[src/rtl/mips_defs_pkg.sv]
// Shared MIPS datapath definitions: ALU opcodes, byte-mask constants and the
// ID/EX control word with its bubble value.
package mips_defs;

  typedef enum logic [3:0] {
    ALU_ADD = 4'b0000,
    ALU_SUB = 4'b0001,
    ALU_AND = 4'b0010,
    ALU_OR  = 4'b0011,
    ALU_XOR = 4'b0100,
    ALU_NOR = 4'b0101,
    ALU_SLL = 4'b0110,
    ALU_SRL = 4'b0111,
    ALU_SRA = 4'b1000,
    ALU_SLT = 4'b1001
  } alu_op_e;

  localparam logic [3:0] BYTE_MASK_ALL = 4'b1111;

  // Control portion of the ID/EX word.
  typedef struct packed {
    logic       regw;
    logic       memreg;
    logic       memwrite;
    logic       branch;
    logic       regd;
    logic [3:0] alu_ctrl;
    logic [1:0] alu_src;
    logic [3:0] shift;
    logic [3:0] mem_rd_byte;
    logic [3:0] mem_wr_byte;
  } ctrl_t;

  // Bubble: nothing written anywhere, ALU does a harmless ADD.
  localparam ctrl_t CTRL_BUBBLE = '{
    regw:        1'b0,
    memreg:      1'b0,
    memwrite:    1'b0,
    branch:      1'b0,
    regd:        1'b0,
    alu_ctrl:    ALU_ADD,
    alu_src:     2'b00,
    shift:       4'b0000,
    mem_rd_byte: BYTE_MASK_ALL,
    mem_wr_byte: BYTE_MASK_ALL
  };

endpackage

[src/rtl/idex_stage_if.sv]
// ID/EX bus: decoder-side inputs (_i) and EX-side registered outputs (_e),
// plus hold/flush controls, hazard stall and bubble counter.
//   master: the ID/control side driving _i signals and observing _e signals.
//   slave : the idex_stage itself.
interface idex_stage_if #(
  parameter int DW   = 32,
  parameter int CNTW = 16
);
  logic            stall_i, flush_i, id_valid_i;
  logic            regW_i, MemReg_i, memWritte_i, Branch_i, RegD_i;
  logic [3:0]      AluControl_i;
  logic [1:0]      AluSrcD_i;
  logic [3:0]      ShiftD_i;
  logic [3:0]      MemReadByte_i, MemWriteByte_i;
  logic [DW-1:0]   rd1_i, rd2_i, imm_i, pc4_i;
  logic [4:0]      rs_i, rt_i, rd_i, shamt_i;

  logic            regW_e, MemReg_e, memWritte_e, Branch_e;
  logic [3:0]      AluControl_e;
  logic [1:0]      AluSrcD_e;
  logic [3:0]      ShiftD_e;
  logic [3:0]      MemReadByte_e, MemWriteByte_e;
  logic [DW-1:0]   rd1_e, rd2_e, imm_e, pc4_e;
  logic [4:0]      rs_e, rt_e, shamt_e, wreg_e;
  logic            valid_e;
  logic            hazard_o;
  logic [CNTW-1:0] bubble_cnt_o;

  modport master (
    output stall_i, flush_i, id_valid_i,
    output regW_i, MemReg_i, memWritte_i, Branch_i, RegD_i,
    output AluControl_i, AluSrcD_i, ShiftD_i, MemReadByte_i, MemWriteByte_i,
    output rd1_i, rd2_i, imm_i, pc4_i, rs_i, rt_i, rd_i, shamt_i,
    input  regW_e, MemReg_e, memWritte_e, Branch_e,
    input  AluControl_e, AluSrcD_e, ShiftD_e, MemReadByte_e, MemWriteByte_e,
    input  rd1_e, rd2_e, imm_e, pc4_e, rs_e, rt_e, shamt_e, wreg_e,
    input  valid_e, hazard_o, bubble_cnt_o
  );

  modport slave (
    input  stall_i, flush_i, id_valid_i,
    input  regW_i, MemReg_i, memWritte_i, Branch_i, RegD_i,
    input  AluControl_i, AluSrcD_i, ShiftD_i, MemReadByte_i, MemWriteByte_i,
    input  rd1_i, rd2_i, imm_i, pc4_i, rs_i, rt_i, rd_i, shamt_i,
    output regW_e, MemReg_e, memWritte_e, Branch_e,
    output AluControl_e, AluSrcD_e, ShiftD_e, MemReadByte_e, MemWriteByte_e,
    output rd1_e, rd2_e, imm_e, pc4_e, rs_e, rt_e, shamt_e, wreg_e,
    output valid_e, hazard_o, bubble_cnt_o
  );
endinterface

[src/rtl/idex_stage_hazard.sv]
// hazard_unit: combinational load-use detector.
//   Inputs : EX-side valid/MemReg/regW/wreg, ID-side valid and rs/rt.
//   Output : hazard_o, high when the load in EX feeds the instruction in ID.
module hazard_unit (
  input  logic       valid_e,
  input  logic       memreg_e,
  input  logic       regw_e,
  input  logic [4:0] wreg_e,
  input  logic       id_valid_i,
  input  logic [4:0] rs_i,
  input  logic [4:0] rt_i,
  output logic       hazard_o
);
  // $0 is hard-wired, so a load targeting it never creates a dependency.
  assign hazard_o = valid_e & memreg_e & regw_e & (wreg_e != 5'd0) & id_valid_i
                  & ((wreg_e == rs_i) | (wreg_e == rt_i));
endmodule

[src/rtl/idex_stage.sv]
// idex_stage: ID/EX pipeline register with load-use bubble insertion.
//   clk, reset : rising-edge clock, asynchronous active-high reset.
//   bus        : idex_stage_if.slave carrying decoder inputs, EX outputs,
//                stall/flush controls, hazard_o and bubble_cnt_o.
// Update priority each edge: flush > stall (hold) > hazard (bubble) > capture.
module idex_stage
  import mips_defs::*;
#(
  parameter int DW   = 32,
  parameter int CNTW = 16
) (
  input logic        clk,
  input logic        reset,
  idex_stage_if.slave bus
);

  ctrl_t           ctrl_q, ctrl_d;
  logic            valid_q, valid_d;
  logic [DW-1:0]   rd1_q, rd1_d, rd2_q, rd2_d, imm_q, imm_d, pc4_q, pc4_d;
  logic [4:0]      rs_q, rs_d, rt_q, rt_d, shamt_q, shamt_d, wreg_q, wreg_d;
  logic [CNTW-1:0] cnt_q, cnt_d;
  logic            hazard;

  hazard_unit u_hazard (
    .valid_e    (valid_q),
    .memreg_e   (ctrl_q.memreg),
    .regw_e     (ctrl_q.regw),
    .wreg_e     (wreg_q),
    .id_valid_i (bus.id_valid_i),
    .rs_i       (bus.rs_i),
    .rt_i       (bus.rt_i),
    .hazard_o   (hazard)
  );

  always_comb begin
    ctrl_d  = ctrl_q;
    valid_d = valid_q;
    rd1_d   = rd1_q;
    rd2_d   = rd2_q;
    imm_d   = imm_q;
    pc4_d   = pc4_q;
    rs_d    = rs_q;
    rt_d    = rt_q;
    shamt_d = shamt_q;
    wreg_d  = wreg_q;
    cnt_d   = cnt_q;

    if (bus.flush_i || (!bus.stall_i && hazard)) begin
      ctrl_d  = CTRL_BUBBLE;
      valid_d = 1'b0;
      rd1_d   = '0;
      rd2_d   = '0;
      imm_d   = '0;
      pc4_d   = '0;
      rs_d    = '0;
      rt_d    = '0;
      shamt_d = '0;
      wreg_d  = '0;
      // Only hazard bubbles are counted; flush squashes are not.
      if (!bus.flush_i && (cnt_q != {CNTW{1'b1}}))
        cnt_d = cnt_q + CNTW'(1);
    end else if (!bus.stall_i) begin
      // Invalid slots keep their data but can never write anything.
      ctrl_d.regw        = bus.regW_i      & bus.id_valid_i;
      ctrl_d.memreg      = bus.MemReg_i    & bus.id_valid_i;
      ctrl_d.memwrite    = bus.memWritte_i & bus.id_valid_i;
      ctrl_d.branch      = bus.Branch_i    & bus.id_valid_i;
      ctrl_d.regd        = bus.RegD_i      & bus.id_valid_i;
      ctrl_d.alu_ctrl    = bus.AluControl_i;
      ctrl_d.alu_src     = bus.AluSrcD_i;
      ctrl_d.shift       = bus.ShiftD_i;
      ctrl_d.mem_rd_byte = bus.MemReadByte_i;
      ctrl_d.mem_wr_byte = bus.MemWriteByte_i;
      valid_d = bus.id_valid_i;
      rd1_d   = bus.rd1_i;
      rd2_d   = bus.rd2_i;
      imm_d   = bus.imm_i;
      pc4_d   = bus.pc4_i;
      rs_d    = bus.rs_i;
      rt_d    = bus.rt_i;
      shamt_d = bus.shamt_i;
      wreg_d  = bus.RegD_i ? bus.rd_i : bus.rt_i;
    end
  end

  always_ff @(posedge clk or posedge reset) begin
    if (reset) begin
      ctrl_q  <= CTRL_BUBBLE;
      valid_q <= 1'b0;
      rd1_q   <= '0;
      rd2_q   <= '0;
      imm_q   <= '0;
      pc4_q   <= '0;
      rs_q    <= '0;
      rt_q    <= '0;
      shamt_q <= '0;
      wreg_q  <= '0;
      cnt_q   <= '0;
    end else begin
      ctrl_q  <= ctrl_d;
      valid_q <= valid_d;
      rd1_q   <= rd1_d;
      rd2_q   <= rd2_d;
      imm_q   <= imm_d;
      pc4_q   <= pc4_d;
      rs_q    <= rs_d;
      rt_q    <= rt_d;
      shamt_q <= shamt_d;
      wreg_q  <= wreg_d;
      cnt_q   <= cnt_d;
    end
  end

  assign bus.regW_e         = ctrl_q.regw;
  assign bus.MemReg_e       = ctrl_q.memreg;
  assign bus.memWritte_e    = ctrl_q.memwrite;
  assign bus.Branch_e       = ctrl_q.branch;
  assign bus.AluControl_e   = ctrl_q.alu_ctrl;
  assign bus.AluSrcD_e      = ctrl_q.alu_src;
  assign bus.ShiftD_e       = ctrl_q.shift;
  assign bus.MemReadByte_e  = ctrl_q.mem_rd_byte;
  assign bus.MemWriteByte_e = ctrl_q.mem_wr_byte;
  assign bus.rd1_e          = rd1_q;
  assign bus.rd2_e          = rd2_q;
  assign bus.imm_e          = imm_q;
  assign bus.pc4_e          = pc4_q;
  assign bus.rs_e           = rs_q;
  assign bus.rt_e           = rt_q;
  assign bus.shamt_e        = shamt_q;
  assign bus.wreg_e         = wreg_q;
  assign bus.valid_e        = valid_q;
  assign bus.hazard_o       = hazard;
  assign bus.bubble_cnt_o   = cnt_q;

endmodule
[src/flat_wrapper.sv]
// flat-port wrapper written by rule: the top's interface ports become plain ports
module idex_stage_flat import mips_defs::*;
#(
  parameter int DW   = 32,
  parameter int CNTW = 16
)
  (clk, reset, bus_stall_i, bus_flush_i, bus_id_valid_i, bus_regW_i, bus_MemReg_i, bus_memWritte_i, bus_Branch_i, bus_RegD_i, bus_AluControl_i, bus_AluSrcD_i, bus_ShiftD_i, bus_MemReadByte_i, bus_MemWriteByte_i, bus_rd1_i, bus_rd2_i, bus_imm_i, bus_pc4_i, bus_rs_i, bus_rt_i, bus_rd_i, bus_shamt_i, bus_regW_e, bus_MemReg_e, bus_memWritte_e, bus_Branch_e, bus_AluControl_e, bus_AluSrcD_e, bus_ShiftD_e, bus_MemReadByte_e, bus_MemWriteByte_e, bus_rd1_e, bus_rd2_e, bus_imm_e, bus_pc4_e, bus_rs_e, bus_rt_e, bus_shamt_e, bus_wreg_e, bus_valid_e, bus_hazard_o, bus_bubble_cnt_o);
  idex_stage_if #(.DW(DW), .CNTW(CNTW)) bus_i ();
  input logic clk;
  input logic reset;
  input wire logic [$bits(bus_i.stall_i)-1:0] bus_stall_i;
  input wire logic [$bits(bus_i.flush_i)-1:0] bus_flush_i;
  input wire logic [$bits(bus_i.id_valid_i)-1:0] bus_id_valid_i;
  input wire logic [$bits(bus_i.regW_i)-1:0] bus_regW_i;
  input wire logic [$bits(bus_i.MemReg_i)-1:0] bus_MemReg_i;
  input wire logic [$bits(bus_i.memWritte_i)-1:0] bus_memWritte_i;
  input wire logic [$bits(bus_i.Branch_i)-1:0] bus_Branch_i;
  input wire logic [$bits(bus_i.RegD_i)-1:0] bus_RegD_i;
  input wire logic [$bits(bus_i.AluControl_i)-1:0] bus_AluControl_i;
  input wire logic [$bits(bus_i.AluSrcD_i)-1:0] bus_AluSrcD_i;
  input wire logic [$bits(bus_i.ShiftD_i)-1:0] bus_ShiftD_i;
  input wire logic [$bits(bus_i.MemReadByte_i)-1:0] bus_MemReadByte_i;
  input wire logic [$bits(bus_i.MemWriteByte_i)-1:0] bus_MemWriteByte_i;
  input wire logic [$bits(bus_i.rd1_i)-1:0] bus_rd1_i;
  input wire logic [$bits(bus_i.rd2_i)-1:0] bus_rd2_i;
  input wire logic [$bits(bus_i.imm_i)-1:0] bus_imm_i;
  input wire logic [$bits(bus_i.pc4_i)-1:0] bus_pc4_i;
  input wire logic [$bits(bus_i.rs_i)-1:0] bus_rs_i;
  input wire logic [$bits(bus_i.rt_i)-1:0] bus_rt_i;
  input wire logic [$bits(bus_i.rd_i)-1:0] bus_rd_i;
  input wire logic [$bits(bus_i.shamt_i)-1:0] bus_shamt_i;
  output wire logic [$bits(bus_i.regW_e)-1:0] bus_regW_e;
  output wire logic [$bits(bus_i.MemReg_e)-1:0] bus_MemReg_e;
  output wire logic [$bits(bus_i.memWritte_e)-1:0] bus_memWritte_e;
  output wire logic [$bits(bus_i.Branch_e)-1:0] bus_Branch_e;
  output wire logic [$bits(bus_i.AluControl_e)-1:0] bus_AluControl_e;
  output wire logic [$bits(bus_i.AluSrcD_e)-1:0] bus_AluSrcD_e;
  output wire logic [$bits(bus_i.ShiftD_e)-1:0] bus_ShiftD_e;
  output wire logic [$bits(bus_i.MemReadByte_e)-1:0] bus_MemReadByte_e;
  output wire logic [$bits(bus_i.MemWriteByte_e)-1:0] bus_MemWriteByte_e;
  output wire logic [$bits(bus_i.rd1_e)-1:0] bus_rd1_e;
  output wire logic [$bits(bus_i.rd2_e)-1:0] bus_rd2_e;
  output wire logic [$bits(bus_i.imm_e)-1:0] bus_imm_e;
  output wire logic [$bits(bus_i.pc4_e)-1:0] bus_pc4_e;
  output wire logic [$bits(bus_i.rs_e)-1:0] bus_rs_e;
  output wire logic [$bits(bus_i.rt_e)-1:0] bus_rt_e;
  output wire logic [$bits(bus_i.shamt_e)-1:0] bus_shamt_e;
  output wire logic [$bits(bus_i.wreg_e)-1:0] bus_wreg_e;
  output wire logic [$bits(bus_i.valid_e)-1:0] bus_valid_e;
  output wire logic [$bits(bus_i.hazard_o)-1:0] bus_hazard_o;
  output wire logic [$bits(bus_i.bubble_cnt_o)-1:0] bus_bubble_cnt_o;
  assign bus_i.stall_i = bus_stall_i;
  assign bus_i.flush_i = bus_flush_i;
  assign bus_i.id_valid_i = bus_id_valid_i;
  assign bus_i.regW_i = bus_regW_i;
  assign bus_i.MemReg_i = bus_MemReg_i;
  assign bus_i.memWritte_i = bus_memWritte_i;
  assign bus_i.Branch_i = bus_Branch_i;
  assign bus_i.RegD_i = bus_RegD_i;
  assign bus_i.AluControl_i = bus_AluControl_i;
  assign bus_i.AluSrcD_i = bus_AluSrcD_i;
  assign bus_i.ShiftD_i = bus_ShiftD_i;
  assign bus_i.MemReadByte_i = bus_MemReadByte_i;
  assign bus_i.MemWriteByte_i = bus_MemWriteByte_i;
  assign bus_i.rd1_i = bus_rd1_i;
  assign bus_i.rd2_i = bus_rd2_i;
  assign bus_i.imm_i = bus_imm_i;
  assign bus_i.pc4_i = bus_pc4_i;
  assign bus_i.rs_i = bus_rs_i;
  assign bus_i.rt_i = bus_rt_i;
  assign bus_i.rd_i = bus_rd_i;
  assign bus_i.shamt_i = bus_shamt_i;
  assign bus_regW_e = bus_i.regW_e;
  assign bus_MemReg_e = bus_i.MemReg_e;
  assign bus_memWritte_e = bus_i.memWritte_e;
  assign bus_Branch_e = bus_i.Branch_e;
  assign bus_AluControl_e = bus_i.AluControl_e;
  assign bus_AluSrcD_e = bus_i.AluSrcD_e;
  assign bus_ShiftD_e = bus_i.ShiftD_e;
  assign bus_MemReadByte_e = bus_i.MemReadByte_e;
  assign bus_MemWriteByte_e = bus_i.MemWriteByte_e;
  assign bus_rd1_e = bus_i.rd1_e;
  assign bus_rd2_e = bus_i.rd2_e;
  assign bus_imm_e = bus_i.imm_e;
  assign bus_pc4_e = bus_i.pc4_e;
  assign bus_rs_e = bus_i.rs_e;
  assign bus_rt_e = bus_i.rt_e;
  assign bus_shamt_e = bus_i.shamt_e;
  assign bus_wreg_e = bus_i.wreg_e;
  assign bus_valid_e = bus_i.valid_e;
  assign bus_hazard_o = bus_i.hazard_o;
  assign bus_bubble_cnt_o = bus_i.bubble_cnt_o;
  idex_stage #(.DW(DW), .CNTW(CNTW)) u_core (.clk(clk), .reset(reset), .bus(bus_i));
endmodule
[config.mk]
export PLATFORM = sky130hd
export DESIGN_NAME = idex_stage_flat
export DESIGN_NICKNAME = d
export VERILOG_FILES = /design/src/rtl/mips_defs_pkg.sv /design/src/rtl/idex_stage_if.sv /design/src/rtl/idex_stage_hazard.sv /design/src/rtl/idex_stage.sv /design/src/flat_wrapper.sv
export SDC_FILE = /design/constraint.sdc
export NUM_CORES = 1
export LEC_CHECK = 0
export ABC_AREA = 1
export CELL_PAD_IN_SITES_DETAIL_PLACEMENT = 2
export CELL_PAD_IN_SITES_GLOBAL_PLACEMENT = 2
export CORE_ASPECT_RATIO = 0.7
export CORE_MARGIN = 3
export CORE_UTILIZATION = 25
export DETAILED_ROUTE_END_ITERATION = 10
export PLACE_DENSITY = 0.85
export SLEW_MARGIN = 20
export SYNTH_ARGS = -nofsm -noshare
export SYNTH_HDL_FRONTEND = slang
export SYNTH_SLANG_ARGS = --single-unit
export TNS_END_PERCENT = 5
[constraint.sdc]
create_clock -name clk -period 10.8 [get_ports clk]
set_input_delay 1.62 -clock clk [delete_from_list [all_inputs] [get_ports clk]]
set_output_delay 1.62 -clock clk [all_outputs]
set_load 0.05 [all_outputs]
# Yosys cells after proc, flatten, opt, wreduce, memory -nomap -nowiden
# Index checks and enable logic that the tools add are counted.
op_classes:
  addsub: 1
  n_eq_ne: 4
  n_mux: 21
  n_bitwise: 11
  n_reduce_logical: 7
ops:
  columns: ["cell", "count"]
  rows:
  - ["$mux 32", 8]
  - ["$mux 23", 2]
  - ["$mux 5", 9]
  - ["$add 16x1->16 const B", 1]
  - ["$ne 16x16->1 const B", 1]
  - ["$and 1x1->1", 10]
  - ["$eq 5x5->1", 2]
  - ["$reduce_bool 5->1", 1]
  - ["$logic_and 1x1->1", 2]
  - ["$logic_not 1->1", 2]
  - ["$mux 1", 2]
  - ["$ne 2x1->1 const B", 1]
  - ["$reduce_and 2->1", 1]
  - ["$logic_or 1x1->1", 1]
  - ["$or 1x1->1", 1]
word_totals:
  ff_bits: 187
  output_inout_bits: 188
  wordCells: 63

# Depth between registers and ports, before layout
# Gate-level depths: netlist of run 1.
logic_depth:
  depth_word: 8
  mapped_depth: 12
  depth_no_buf: 12

# By module
# From an unflattened synthesis of run 1, not the netlist that was laid out.
unflattened:
  hier_cells: 951
  area_unflattened_um2: 7987.7
modules_own_cells:
  columns: ["module", "n_inst", "cells_each", "area_per_inst_um2", "seq_area_each_um2"]
  rows:
  - ["idex_stage", 1, 904, 7783.7, 4689.5]
  - ["hazard_unit", 1, 47, 203.9, 0.0]

# Worst setup path after synthesis of run 1
# OpenSTA, ideal clock, no wires.
synth_path:
  path_kind: "input port to output port"
  from: "input bus_rt_i[4]"
  to: "output bus_hazard_o"
  arrival_ns: 2.363
  t_required_ns: 9.180
  slack_ns: 6.817
  cell_stages: 8
  n_path_buf: 0
  path_cell_list: "inv_1 -> nand2_1 -> nand2_1 -> nor2_1 -> nand3_1 -> nand2_1 -> nand2_1 -> inv_1"
synth_between:
  elab_chain_len: 3
synth_rtl:
  columns: ["item", "line_no", "source"]
  rows:
  - ["start, declared", "flat_wrapper.sv:29", "input wire logic [$bits(bus_i.rt_i)-1:0] bus_rt_i;"]
  - ["$eq 5x5->1", "idex_stage_hazard.sv:16", "& ((wreg_e == rs_i) | (wreg_e == rt_i));"]
  - ["$or 1x1->1", "idex_stage_hazard.sv:16", null]
  - ["$and 1x1->1", "idex_stage_hazard.sv:16", null]
  - ["end, declared", "flat_wrapper.sv:50", "output wire logic [$bits(bus_i.hazard_o)-1:0] bus_hazard_o;"]
# No other way between the ends.

# Worst setup path after layout of run 1
layout_path:
  from: "input bus_rs_i[0]"
  to: "output bus_hazard_o"
layout_between:
  elab_chain_len: 3
layout_rtl:
  columns: ["item", "line_no", "source"]
  rows:
  - ["start, declared", "flat_wrapper.sv:28", "input wire logic [$bits(bus_i.rs_i)-1:0] bus_rs_i;"]
  - ["$eq 5x5->1", "idex_stage_hazard.sv:16", null]
  - ["$or 1x1->1", "idex_stage_hazard.sv:16", null]
  - ["$and 1x1->1", "idex_stage_hazard.sv:16", null]
# No other way between the ends.

==> flow_metrics.py, run 1 <==
metrics = {
    "run_status": {
        "status": "finished clean",
    },
    "worst_setup_path": {
        "reg2reg_slack_ns": 7.86,
        "cp.arrival_ns": 3.72,
        "crit_buf_inv": 4,
        "r2r-start": "u_core.bus.wreg_e[0]",
        "cp_data_required_time_ns": 9.18,
        "crit_fanout": 3,
        "path_delay_family": "buffers and inverters",
        "startpoint_type": "input port",
        "rr_worst_depth": 11,
        "worstSetupPathType": "input port to output pin",
        "path_common_cell": "nand2_1",
        "reg2reg_to": "u_core.bus.bubble_cnt_o[11]",
        "crit_path_end_kind": "output pin",
        "crit_path_cell_trace": "clkdlybuf4s50_1, nand2_1, clkinv_1, nor2_1, nor2_1, nand3_1, nand2_1, nand2_1, inv_1, clkdlybuf4s50_1",
        "slowest_stage": "clkdlybuf4s50_1",
        "cp_slowest_stage_delay_ns": 0.83,
    },
    "sta": {
        "min_period_ns": 5.337,
        "timing.fmax_mhz": 187.4,
        "hold_viol": 0,
        "relSlewSlack": 0.3130,
        "timing.setup.tns_ns": 0,
        "worst_hold_slack_ns": 0.4864,
        "worstMarginPinSlew_ns": 1.028,
        "setup_ws_ns": 5.463,
        "finClkSkew_ns": 0.01460,
        "grt_setup_unrepaired": "false",
        "setup_viol": 0,
        "report.final.slew_viol_count": 0,
        "fin_crit_sh": 0.4941,
    },
    "worst_hold_path": {
        "min_to": "u_core.bus.rd1_e[11]",
        "worst_hold_path_type": "register to register",
        "hp-start": "u_core.bus.rd1_e[11]",
        "hold_depth": 2,
    },
    "detailed_routing": {
        "ant_nets": 0,
        "remaining_drc_errors": 0,
        "drt_wl_total_um": 33480,
        "drt_iter0_drc": 513,
        "drt-pass1-iter-count": 4,
        "num_vias": 7783,
        "via_per_inst": 4.570,
        "wl_per_cell_um": 19.66,
    },
    "power_and_ir_drop": {
        "p_total_mw": 1.911,
        "p_leak_nw": 5.487,
        "irDropWorstVdd_uv": 70.92,
        "p_per_area_nw_per_um2": 152.3,
    },
    "final_layout": {
        "finalNonFillerCells": 1703,
        "syn2layout_area_growth_pct": 57.25,
        "drive_above_1_share": 0.05066,
        "antenna_cells": 0,
        "final_area_um2": 12540,
        "final_util": 0.4010,
        "nets": 1448,
    },
    "clock_tree": {
        "cts-root-buf": "clkbuf_16",
        "ctsHoldBuffers": 0,
        "clk_latency_ns": 0.44,
        "cts_setup_buffers": 0,
        "clkSlewWorstSetupHoldPaths_ns": 0.07,
        "clkSinkCount": 187,
        "cts_tree": "built",
        "htree_levels": 4,
        "numCtsBuffers": 17,
        "post_cts_resize_count": 0,
        "cts_max_path_buffers": 2,
    },
    "synth": {
        "synthArstFlopShare": 1.000,
        "synth_common_cells": "nand2_1, dfrtp_1, a21oi_1",
        "synth.avg_cell_area_um2": 8.487,
        "yosys.cell_types.count": 28,
        "yosys_warnings": 0,
        "ys_seq_elements": 187,
        "syn_nets": 1117,
        "synth.most_common_cell": "nand2_1",
        "synth_edf_count": 0,
        "synth_top_area_frac": 0.5615,
        "synth-main-ff-cell": "dfrtp_1",
        "syn-cell-area_um2": 7978,
        "synth_top_area_cell": "dfrtp_1",
        "yosysSeqAreaShare": 0.5878,
        "synth_area_leaders": "dfrtp_1, nand2_1, a21oi_1, o21ai_0, dfstp_2",
        "synthCells": 940,
    },
    "floorplanning": {
        "dieArea_um2": 34120,
        "core-area_um2": 31280,
        "rows": 54,
        "fp.dieH_um": 155.5,
        "initial_core_util": 0.2550,
        "die_width_um": 219.5,
        "io_pins": 364,
    },
    "placement": {
        "dpl.hpwl_um": 24130,
        "gp_congestion": 0.7432,
        "dp_slack_ns": 5.284,
        "dp.cells": 1672,
        "port_buffers": 363,
        "post_dp_cell_area_um2": 11930,
    },
    "global_route": {
        "overflow": 0,
        "grt_pass1_wl_um": 51470,
        "grt_max_degree": 112,
        "antenna_found_initial": 1,
        "first_global_vias": 8612,
        "grt_use_total": 0.1953,
    },
    "run": {
        "max-cap-violations": 0,
    },
}
## where the power goes
group / internal (mW) / total [mW] / switching, mW
Sequential: 0.745 / 0.781 / 0.0357
Clock: 0.380 / 0.679 / 0.300
Combinational: 0.164 / 0.451 / 0.287
Total: 1.29 / 1.91 / 0.622
## final cells by class
type                            instances  area, um^2
Timing Repair Buffer                  370        3690
Fill cell                            3436       18740
Clock buffer                           19       452.9
Clock inverter                         12       160.2
Tap cell                              420       525.5
Multi-Input combinational cell        654        2864
Inverter                               41       162.7
Sequential cell                       187        4690
## placed cells by master (no fill, tap or decap), types with 2 or more instances in the layout
cell type and n:
nand2_1 397, clkdlybuf4s50_1 363, dfrtp_1 179, a21oi_1 99, o21ai_0 49, inv_1 34
nand3_1 30, nor2_1 18, clkbuf_16 17, o21ai_1 12, or2_2 9, o22ai_1 8
dfstp_2 8, xnor2_1 6, buf_4 6, nor3_1 5, xor2_1 5, inv_6 5
inv_2 4, nand4_1 4, clkinv_2 3, o211ai_1 3, bufinv_16 3, o21bai_1 2
clkbuf_8 2
## cells by family after synthesis
group / Yosys count / share of synthesized area
and+or+nand+nor: 469 / 0.2321
AOI/OAI and AO/OA: 173 / 0.1114
adders and majority gates: 1 / 0.001568
buffers and inverters: 99 / 0.05505
xor gates and xnor gates: 11 / 0.01208
DFF: 187 / 0.5878
## registers in the layout, summed over array words and instances (netlist names), 2 cells and up
register                   cells
u_core.bus.pc4_e              32
u_core.bus.MemWriteByte_e      4
u_core.bus.imm_e              32
u_core.bus.rt_e                5
u_core.bus.AluControl_e        4
u_core.bus.ShiftD_e            4
u_core.bus.rd1_e              32
u_core.bus.bubble_cnt_o       16
u_core.bus.rd2_e              32
u_core.bus.MemReadByte_e       4
u_core.bus.rs_e                5
u_core.bus.shamt_e             5
u_core.bus.AluSrcD_e           2
u_core.bus.wreg_e              5
## worst register-to-register path: stages (launching register included)
cell	delay, ns
dfrtp_1	0.47
nor2_1	0.15
nor2_1	0.06
nor2_1	0.17
nand3_1	0.10
nand2_1	0.11
nand3_1	0.12
nand2_4	0.43
buf_4	0.83
nand2_1	0.23
nand2_1	0.12
nand2_1	0.05
## layer usage
metal / wire (um) / vias to the layer above / GRT usage / part of all wire
met3: 1801 / 21 / 0.05213 / 0.054
met1: 14960 / 3933 / 0.2475 / 0.45
met4: 295 / 2 / 0.03731 / 0.0088
li1: - / 3652 / - / -
met5: 13 / - / 0 / 0.00039
met2: 16410 / 175 / 0.3371 / 0.49
## worst max-delay path by stage
| stage | endpoint | cells after the start | start | slack, ns |
|---|---|---|---|---|
| 2_1_floorplan | u_core.bus.AluControl_e[0] | 1 | reset | 4.11 |
| 3_3_place_gp | u_core.bus.pc4_e[10] | 8 | bus_stall_i | 5.34 |
| 3_5_place_dp | u_core.bus.rd2_e[28] | 8 | bus_stall_i | 5.28 |
| 4_1_cts | bus_hazard_o | 10 | bus_rs_i[0] | 5.43 |
| 5_1_grt | bus_hazard_o | 10 | bus_rs_i[0] | 5.29 |
| 6_report | bus_hazard_o | 10 | bus_rs_i[0] | 5.46 |
Note: power is estimated with default switching activity, not from simulation.
==> inputs of run 2 (changes only) <==
--- a/config.mk
+++ b/config.mk
@@ -10,9 +10,9 @@
 export CELL_PAD_IN_SITES_GLOBAL_PLACEMENT = 2
 export CORE_ASPECT_RATIO = 0.7
 export CORE_MARGIN = 3
-export CORE_UTILIZATION = 25
+export CORE_UTILIZATION = 23
 export DETAILED_ROUTE_END_ITERATION = 10
-export PLACE_DENSITY = 0.85
+export PLACE_DENSITY = 0.79
 export SLEW_MARGIN = 20
 export SYNTH_ARGS = -nofsm -noshare
 export SYNTH_HDL_FRONTEND = slang
==> constraint.sdc (replaced) <==
create_clock -name clk -period 5.22 [get_ports clk]
set_input_delay 0.783 -clock clk [delete_from_list [all_inputs] [get_ports clk]]
set_output_delay 0.783 -clock clk [all_outputs]
set_load 0.05 [all_outputs]
==> run 2 against run 1 <==
Final cell count up 2.8%. Clock skew about the same. Die area up 8.4%. Combinational power increased by 110%. Total power grew 110%. Sequential power grew 110%. Critical endpoint unchanged. Highest routed layer unchanged.
==> flow_metrics.py, run 2 (synthesis gave the netlist of run 1 again) <==
metrics = {
    "run_status": {
        "status": "finished clean",
    },
    "worst_setup_path": {
        "cp.depth": 10,
        "crit_end": "bus_hazard_o",
        "crit_buf_inv": 4,
        "rr_worst_depth": 9,
        "worstSetupPathType": "input port to output pin",
        "path_delay_family": "buffers and inverters",
        "cp_slowest_stage_delay_ns": 0.84,
        "crit_fanout": 3,
        "startpoint_type": "input port",
        "reg2reg_slack_ns": 2.79,
        "crit_path_end_kind": "output pin",
        "path_common_cell": "nand2_1",
        "slowest_stage": "clkdlybuf4s50_1",
        "r2r-start": "u_core.bus.wreg_e[0]",
        "crit_path_cell_trace": "clkdlybuf4s50_1, inv_1, nand2_1, nand2_1, nor2_1, nand3_1, nand2_1, nand2_1, inv_1, clkdlybuf4s50_1",
        "cp-startpoint": "bus_rt_i[4]",
        "cp.arrival_ns": 2.89,
        "reg2reg_to": "u_core.bus.AluControl_e[3]",
        "cp_data_required_time_ns": 4.44,
    },
    "floorplanning": {
        "initial_core_util": 0.2357,
        "fp.dieH_um": 161.8,
        "io_pins": 364,
        "rows": 56,
        "die_width_um": 228.6,
        "core-area_um2": 33840,
        "dieArea_um2": 36990,
    },
    "placement": {
        "gp_congestion": 0.7496,
        "dp_slack_ns": 1.509,
        "dpl.hpwl_um": 23430,
        "port_buffers": 363,
    },
    "power_and_ir_drop": {
        "p_switching_mw": 1.320,
        "irDropWorstVdd_uv": 140.9,
        "p_per_area_nw_per_um2": 311.1,
        "clockPowerShare": 0.352,
        "p_leak_nw": 5.491,
        "internal-power_mw": 2.610,
        "combPwrFrac": 0.238,
        "seqPwrFrac": 0.410,
        "switching_share": 0.3359,
    },
    "final_layout": {
        "syn2layout_area_growth_pct": 58.34,
        "nets": 1449,
        "fillerInstances": 3776,
        "final_common_cell": "nand2_1",
        "final_cell_mix": "nand2_1, clkdlybuf4s50_1, dfrtp_1, a21oi_1, o21ai_0",
        "drive_above_1_share": 0.05214,
    },
    "sta": {
        "timing.fmax_mhz": 272.1,
        "setup_viol": 0,
        "report.final.slew_viol_count": 0,
        "worst_hold_slack_ns": 0.4857,
        "fin_crit_sh": 0.7041,
        "setup_ws_ns": 1.544,
        "finClkSkew_ns": 0.01423,
        "timing.setup.tns_ns": 0,
        "grt_setup_unrepaired": "false",
        "relSlewSlack": 0.3733,
        "worstMarginPinSlew_ns": 0.9401,
        "hold_viol": 0,
        "min_period_ns": 3.676,
    },
    "global_route": {
        "grt_max_degree": 121,
        "antenna_found_initial": 3,
        "overflow": 0,
        "first_global_vias": 8534,
        "grt_use_total": 0.1766,
        "grt_pass1_wl_um": 51350,
    },
    "detailed_routing": {
        "drt_iter0_drc": 516,
        "drt-pass1-iter-count": 4,
        "num_vias": 7820,
        "drt_wl_total_um": 33030,
        "ant_nets": 0,
        "wl_per_cell_um": 18.87,
        "via_per_inst": 4.466,
        "remaining_drc_errors": 0,
    },
    "clock_tree": {
        "ctsHoldBuffers": 0,
        "numCtsBuffers": 17,
        "htree_levels": 4,
        "post_cts_resize_count": 0,
        "cts-root-buf": "clkbuf_16",
        "cts_tree": "built",
        "clk_latency_ns": 0.44,
        "clkSlewWorstSetupHoldPaths_ns": 0.07,
        "cts_max_path_buffers": 2,
        "cts_setup_buffers": 0,
        "clkSinkCount": 187,
    },
    "worst_hold_path": {
        "hp-start": "u_core.bus.Branch_e",
        "worst_hold_path_type": "register to register",
    },
    "run": {
        "max-cap-violations": 0,
    },
}
-- run 2: how the worst min path moves through the flow --
stage,slack (ns),depth (start not counted),end
CTS,0.49,2,u_core.bus.Branch_e
floorplan,0.67,2,u_core.bus.MemReadByte_e[0]
finish,0.49,2,u_core.bus.Branch_e
global placement,0.47,2,u_core.bus.AluControl_e[1]
detailed placement,0.48,2,u_core.bus.Branch_e
global route,0.52,2,u_core.bus.AluSrcD_e[0]
-- run 2: layout make-up --
class / instances / area, um^2 / share of cell area
well taps: 464 / 580.6 / 0.04596
flip-flops and latches: 187 / 4690 / 0.3712
repair buffers: 371 / 3731 / 0.2954
multi-input cells: 654 / 2864 / 0.2267
clock inverters: 15 / 177.7 / 0.01406
diodes: 2 / 5.005 / 0.0003962
clock buffers: 17 / 425.4 / 0.03368
inverters: 41 / 158.9 / 0.01258
-- run 2: power by group through the flow --
stage               registers, mW  clock network, mW  logic, mW
finish                       1.61               1.38      0.934
global route                 1.63               1.50      0.996
CTS                          1.61               1.45      0.950
detailed placement           1.64                  0      0.946
global placement             1.63                  0      0.932
floorplan                    1.95                  0      0.204
-- run 2: worst min-delay path, cell delays in order (launching register included) --
cell and delay, ns:
dfrtp_1 0.34, nand2_1 0.06, nand2_1 0.05
-- run 2: routing by layer --
| metal | up-vias | GRT usage | part of all wire |
|---|---|---|---|
| li1 | 3647 | - | - |
| met1 | 3978 | 0.2255 | 0.45 |
| met2 | 174 | 0.3025 | 0.49 |
| met3 | 19 | 0.04681 | 0.048 |
| met4 | 2 | 0.03756 | 0.010 |
| met5 | - | 0 | 0.00039 |
-- run 2: through the flow --
stage	utilization	std cells	power [mW]	cell area [um^2]
after floorplan	-	940	2.156	7981
after global placement	0.3553	1717	2.567	12020
after detailed placement	0.3553	1717	2.588	12020
after CTS	0.3731	1749	4.011	12630
after global routing	0.3733	1751	4.129	12630
final	0.3733	1751	3.930	12630
